===== src/rtl/pipe_hazard_ctrl.sv =====
// Issue/stall/flush sequencer for a 3-stage pipeline with a 32-entry RAW/WAW scoreboard.
// Optional performance counters are enabled by defining PIPE_HAZARD_CTRL_PERF_EN.
module pipe_hazard_ctrl #(
  parameter int FLUSH_CYCLES = 2,
  parameter int REG_IDX_W    = 5
) (
  input  logic                 clk,
  input  logic                 rst,
  input  logic                 dec_valid,
  input  logic [REG_IDX_W-1:0] dec_rs1,
  input  logic [REG_IDX_W-1:0] dec_rs2,
  input  logic                 dec_use_rs1,
  input  logic                 dec_use_rs2,
  input  logic [REG_IDX_W-1:0] dec_rd,
  input  logic                 dec_wr_en,
  input  logic                 cntl_transfer,
  input  logic                 wb_valid,
  input  logic [REG_IDX_W-1:0] wb_rd,
  output logic                 issue,
  output logic                 stall,
  output logic                 flush,
  output logic [1:0]           state,
  output logic [31:0]          pending
`ifdef PIPE_HAZARD_CTRL_PERF_EN
  ,
  output logic [15:0]          perf_stall_cnt,
  output logic [15:0]          perf_flush_cnt
`endif
);

  typedef enum logic [1:0] {
    ST_RUN   = 2'b00,
    ST_STALL = 2'b01,
    ST_FLUSH = 2'b10
  } state_e;

  localparam logic [3:0] FLUSH_LOAD = 4'(FLUSH_CYCLES);

  state_e      state_q, state_d;
  logic [3:0]  cnt_q, cnt_d;
  logic [31:0] pending_q, pending_d;

  logic raw1, raw2, waw, hazard, flushing;
  logic issue_raw, stall_raw;

  // Register 0 is hardwired, so it can never be a hazard source.
  always_comb begin
    raw1      = dec_use_rs1 & (dec_rs1 != '0) & pending_q[dec_rs1];
    raw2      = dec_use_rs2 & (dec_rs2 != '0) & pending_q[dec_rs2];
    waw       = dec_wr_en   & (dec_rd  != '0) & pending_q[dec_rd];
    hazard    = raw1 | raw2 | waw;
    flushing  = (state_q == ST_FLUSH) | cntl_transfer;
    issue_raw = dec_valid & ~hazard & ~flushing;
    stall_raw = dec_valid &  hazard & ~flushing;
  end

  // Handshake outputs are forced low for as long as reset is asserted.
  assign issue   = rst & issue_raw;
  assign stall   = rst & stall_raw;
  assign flush   = rst & flushing;
  assign state   = state_q;
  assign pending = pending_q;

  always_comb begin
    pending_d = pending_q;
    if (wb_valid) pending_d[wb_rd] = 1'b0;
    if (issue_raw && dec_wr_en && (dec_rd != '0)) pending_d[dec_rd] = 1'b1;
    pending_d[0] = 1'b0;
  end

  always_comb begin
    state_d = state_q;
    cnt_d   = cnt_q;
    case (state_q)
      ST_RUN:   if (stall_raw) state_d = ST_STALL;
      ST_STALL: if (!hazard || !dec_valid) state_d = ST_RUN;
      ST_FLUSH: begin
        if (cnt_q > 4'd1) begin
          cnt_d = cnt_q - 4'd1;
        end else begin
          cnt_d   = '0;
          state_d = ST_RUN;
        end
      end
      default:  state_d = ST_RUN;
    endcase
    // A transfer always (re)starts the flush window, even mid-flush.
    if (cntl_transfer) begin
      state_d = ST_FLUSH;
      cnt_d   = FLUSH_LOAD;
    end
  end

  always_ff @(posedge clk or negedge rst) begin
    if (!rst) begin
      state_q   <= ST_RUN;
      cnt_q     <= '0;
      pending_q <= '0;
    end else begin
      state_q   <= state_d;
      cnt_q     <= cnt_d;
      pending_q <= pending_d;
    end
  end

`ifdef PIPE_HAZARD_CTRL_PERF_EN
  logic [15:0] perf_stall_q, perf_stall_d;
  logic [15:0] perf_flush_q, perf_flush_d;

  always_comb begin
    perf_stall_d = perf_stall_q;
    perf_flush_d = perf_flush_q;
    if (stall_raw && (perf_stall_q != 16'hFFFF)) perf_stall_d = perf_stall_q + 16'd1;
    if (cntl_transfer && (state_q != ST_FLUSH) && (perf_flush_q != 16'hFFFF))
      perf_flush_d = perf_flush_q + 16'd1;
  end

  always_ff @(posedge clk or negedge rst) begin
    if (!rst) begin
      perf_stall_q <= '0;
      perf_flush_q <= '0;
    end else begin
      perf_stall_q <= perf_stall_d;
      perf_flush_q <= perf_flush_d;
    end
  end

  assign perf_stall_cnt = perf_stall_q;
  assign perf_flush_cnt = perf_flush_q;
`endif

endmodule


===== config.mk =====
export PLATFORM = sky130hd
export DESIGN_NAME = pipe_hazard_ctrl
export DESIGN_NICKNAME = d
export VERILOG_FILES = /design/src/rtl/pipe_hazard_ctrl.sv
export SDC_FILE = /design/constraint.sdc
export NUM_CORES = 1
export LEC_CHECK = 0
export CELL_PAD_IN_SITES_DETAIL_PLACEMENT = 1
export CELL_PAD_IN_SITES_GLOBAL_PLACEMENT = 2
export CORE_ASPECT_RATIO = 0.8
export CORE_MARGIN = 4
export CORE_UTILIZATION = 28
export DETAILED_ROUTE_END_ITERATION = 8
export PLACE_DENSITY = 0.83
export SLEW_MARGIN = 5
export SYNTH_ARGS = -nofsm -noshare
export SYNTH_HDL_FRONTEND = slang
export SYNTH_SLANG_ARGS = --single-unit
export TNS_END_PERCENT = 1

===== constraint.sdc =====
create_clock -name clk -period 3.2 [get_ports clk]
set_clock_uncertainty 0.2 [all_clocks]
set_input_delay 0.64 -clock clk [delete_from_list [all_inputs] [get_ports clk]]
set_output_delay 0.64 -clock clk [all_outputs]
set_load 0.005 [all_outputs]

## Yosys cells after proc, flatten, opt, wreduce, memory -nomap -nowiden

Cells that the tools add are included.

- Register bits after elaboration: 37
- Bits of input ports: 28
- Output and inout bits: 37
- Word-level logic and storage cells: 70

- Add/sub/neg operators: 1
- Magnitude comparators: 7
- Equality and inequality tests: 5
- Mux-type cells: 20
- Bitwise operators: 21
- Reduce and logical (&&, ||, !) cells: 13

Operators with widths:

| operator | count |
|---|---|
| 32-bit 2-to-1 mux | 2 |
| 32-bit AND | 1 |
| 32-bit NOT | 1 |
| 32-bit bitwise OR | 1 |
| 5-bit by 6-bit < comparator with 1-bit output (second input constant) | 4 |
| 1-bit binary-select mux with 5-bit select | 3 |
| 5-bit nonzero test | 3 |
| 1-bit AND | 13 |
| 4-bit 2-to-1 mux | 3 |
| 1-bit demux with 5-bit select | 2 |
| 5-bit by 1-bit greater-or-equal comparator with 1-bit output (second input constant) | 2 |
| 3-bit != test (second input constant) | 3 |
| 2-bit 2-to-1 mux | 4 |
| 2-bit one-hot mux with 3 select lines | 1 |
| 1-bit 2-to-1 mux | 5 |
| 4-bit by 1-bit greater-than comparator with 1-bit output (second input constant) | 1 |
| 1-bit logical AND | 4 |
| 4-bit by 1-bit subtractor with 4-bit output (second input constant) | 1 |
| 1-bit bitwise OR | 3 |
| 3-bit AND reduction | 1 |
| 2-bit by 1-bit == test with 1-bit output (second input constant) | 1 |
| 2-bit == test (second input constant) | 1 |
| 1-bit zero test | 2 |
| 2-bit zero test | 1 |
| 3 further kinds | 4 |

## Depth between registers and ports, before layout

- Depth after elaboration: 11
- Mapped depth: 9
- Gate-level depth less buffers: 8

## Worst setup path before layout

OpenSTA, ideal clock, no wires.

- Path kind: input to output
- Start: in dec_rs1[1]
- End: out stall
- Data arrival time: 2.390 ns
- Data required time: 2.360 ns
- Setup slack: -0.030 ns
- Stages on the path: 7
- Buffers on the path: 2
- Cells stage by stage: buf_1 mux4_2 nand2b_1 a32oi_1 o2111ai_4 buf_6 and2b_1

- Cells in the longest elaborated chain, start to end: 8
- Elaborated cells on any way between the ends: 10
- Those cells by class: 2 x mux; 7 x bitwise; 1 x reduce/logical

RTL lines:

| item | line | text |
|---|---|---|
| from (decl) | 10 | `input logic [REG_IDX_W-1:0] dec_rs1,` |
| 1-bit binary-select mux with 5-bit select / 5-bit nonzero test (equally long branches) | 48 | `raw1 = dec_use_rs1 & (dec_rs1 != '0) & pending_q[dec_rs1];` |
| 1-bit 2-to-1 mux (not written as such) / 1-bit AND (equally long branches) | 48 |  |
| 1-bit AND * | 48 |  |
| 1-bit bitwise OR * (2 in series) | 51 | `hazard = raw1 \| raw2 \| waw;` |
| 1-bit AND * (2 in series) | 54 | `stall_raw = dec_valid & hazard & ~flushing;` |
| 1-bit AND * | 59 | `assign stall = rst & stall_raw;` |
| to (decl) | 20 | `output logic stall,` |

Every way passes the cells marked *; elsewhere a longest branch is shown, timed or not. The select of a mux whose other input is x is not followed.

## Final worst setup path

- Start: in dec_rs1[3]
- End: out stall

Same word-level chain as after synthesis.

==> flow_summary.json <==
{
  "finalHoldViolCount": 0,
  "cts_hold_buf": 0,
  "async_flop_share": 1.00,
  "die_h_um": 98.7,
  "fin_util": 0.450,
  "fin_crit_ns": 3.25,
  "rsz0062_at_grt": "yes",
  "end_kind": "output port",
  "initial_core_util": 0.292,
  "cts_buffer_depth": 2,
  "start_kind": "primary input",
  "seqPwrFrac": 0.348,
  "slew_headroom": 0.540,
  "crit_type": "primary input to output port",
  "drive_gt1_frac": 0.364,
  "htreeDepth": 2,
  "hp-class": "primary input to async pin",
  "fp.dieW_um": 121,
  "mostFrequentLayoutCells": "buf_4, o21ai_0, clkdlybuf4s50_1, dfrtp_1, nand3_1",
  "clkLatencyLatePin_ns": 0.28,
  "comb_power_share": 0.342,
  "synthFlopType": "dfrtp_1",
  "drcViolationCount": 0,
  "p_per_area_nw_per_um2": 382,
  "gp_congestion": 0.977,
  "rows": 32,
  "power_mw": 1.69,
  "intPower_mw": 1.15,
  "setup_total_negative_slack_ns": -0.0508,
  "arrival_ns": 2.41,
  "syn_inst": 294,
  "fin_crit_sh": 1.02,
  "violations": "negative setup slack",
  "final-setup-viol-count": 1,
  "grt_max_degree": 38,
  "layout_setup_ws_ns": -0.0508,
  "via_per_inst": 5.54,
  "tightest_slew_ns": 0.689,
  "placed_cell_area_sq_um": 4010,
  "antenna_left": 0,
  "cts_tree": "built",
  "track_usage": 0.211,
  "clock_sinks": 37,
  "pre_cts_ws_ns": -0.955,
  "grt_pass1_vias": 3353,
  "crit_required_ns": 2.36,
  "wl_per_cell_um": 22.5,
  "finalInstanceArea_sq_um": 4430,
  "synth_cell_types": 50,
  "drtIter0Drc": 191,
  "leakage_nw": 1.84,
  "syn_area_sq_um": 2880,
  "nFillCells": 1137,
  "antenna_found_initial": 0,
  "cts_buffers": 5,
  "fmax_mhz": 308,
  "clockPowerShare": 0.311,
  "syn_nets": 324,
  "dieArea_sq_um": 12000,
  "grt_overflow": 0,
  "hpwl_um": 9280,
  "fin_nets": 441,
  "avgSynthCellArea_sq_um": 9.80,
  "yosysWarnings": 0,
  "cap_viol_max_count": 0,
  "wl_um": 12300,
  "worstPathMaxFanout": 4,
  "pin_count": 65,
  "sw_frac_of_total": 0.321,
  "clk_pin_slew_ns": 0.06,
  "grt_pass1_wl_um": 19500,
  "maxSlewViolCount": 0,
  "outcome": "finished, violations left",
  "antennaDiodeCount": 0,
  "p_switching_mw": 0.543,
  "synth_edf_count": 0,
  "final_common_cell": "buf_4",
  "vdd_drop_max_mv": 0.253,
  "vias": 3035,
  "first_pass_iters": 4,
  "cts_root_buf": "clkbuf_16",
  "core_area_sq_um": 9850,
  "io_buffer_count": 63,
  "synthToLayoutAreaGrowth_pct": 53.7,
  "r2r_slack_ns": 0.48,
  "ys_ff_latch": 37,
  "yosysSeqAreaShare": 0.321
}
## power groups by stage
stage,clock (mW),sequential (mW),combinational (mW)
after detailed placement,0,0.591,0.536
final,0.525,0.588,0.578
after CTS,0.532,0.585,0.572
after floorplan,0,0.575,0.269
after global routing,0.560,0.595,0.631
after global placement,0,0.590,0.520
## registers in the layout, indices dropped and copies added, names as in the netlist
name	count
pending	31
cnt_q	4
state	2
## cell usage after synthesis, types with 2 or more instances
master,count,share of area
nor2b_1,7,0.015
and3_1,3,0.0065
ha_1,2,0.0087
mux2_2,4,0.016
nand2_1,10,0.013
buf_6,6,0.023
or3b_2,4,0.012
mux4_2,11,0.086
o21ai_0,50,0.087
mux2i_1,18,0.063
o22a_1,2,0.0061
nor2_1,14,0.018
nor3_1,3,0.0052
o41ai_2,11,0.062
or3_1,4,0.0087
dfrtp_1,37,0.32
nand3_1,24,0.042
inv_1,6,0.0078
buf_2,4,0.0070
o41ai_1,4,0.012
o21ai_1,4,0.0070
o22ai_1,5,0.011
buf_1,4,0.0052
nor3b_1,3,0.0078
a31oi_1,3,0.0065
nand3b_1,10,0.026
a2111oi_0,2,0.0061
o311ai_2,2,0.011
clkbuf_1,9,0.012
nand2b_1,6,0.013
buf_4,3,0.0078
## timing repair
action                     in CTS  in global routing
pin swaps                      12                  9
cloned                          1                  0
setup endpoints to repair      24                  2
setup buffers                   8                  0
resized for setup              84                 18
## layer usage
| layer | vias up | track usage | share of wire |
|---|---|---|---|
| met5 | - | 0 | 0 |
| li1 | 1363 | - | - |
| met3 | 19 | 0.0402 | 0.058 |
| met4 | 0 | 0.0594 | 0.020 |
| met1 | 1537 | 0.291 | 0.45 |
| met2 | 116 | 0.340 | 0.48 |
## final timing paths
path / cells after the start / to / startpoint
worst max-delay path: 8 / stall / dec_rs1[3]
worst min-delay path: 2 / cnt_q[1]$_DFFE_PN0N_ / rst
worst max register to register: 8 / pending[1]$_DFF_PN0_ / pending[6]$_DFF_PN0_
worst min register to register: 1 / cnt_q[3]$_DFFE_PN0N_ / cnt_q[3]$_DFFE_PN0N_
max in group asynchronous: 2 / pending[6]$_DFF_PN0_ / rst
min in group clk: 1 / cnt_q[3]$_DFFE_PN0N_ / cnt_q[3]$_DFFE_PN0N_
## cells by family after synthesis
group	after synthesis	share of synthesized area
adder cells (fa/ha/maj)	2	0.00869
multiplexers	34	0.173
flip-flops	37	0.321
AO/OA/AOI/OAI	92	0.242
buffers and inverters	32	0.0630
other	1	0.00130
AND/OR/NAND/NOR	96	0.190
## worst max-delay path, stage by stage
cell           delay, ns
dlygate4sd2_1       0.24
mux2_2              0.34
nand2_1             0.08
a21oi_1             0.10
o311ai_4            0.44
o2111ai_4           0.23
and2b_1             0.21
buf_2               0.12
## metrics by stage
step	instances	hold slack, ns
floorplan	294	0.144
global placement	531	0.283
detailed placement	531	0.287
CTS	548	0.260
global route	548	0.291
finish	548	0.236
## layout make-up
cell class / instances / area, sq um / area share
repair buffers: 136 / 1240 / 0.279
flip-flops and latches: 37 / 932 / 0.211
clock inverters: 1 / 5.00 / 0.00113
inverters: 6 / 22.5 / 0.00509
well taps: 136 / 170 / 0.0384
multi-input cells: 225 / 1910 / 0.431
clock buffers: 7 / 153 / 0.0345
No activity file was read; power rests on OpenSTA's default activity.
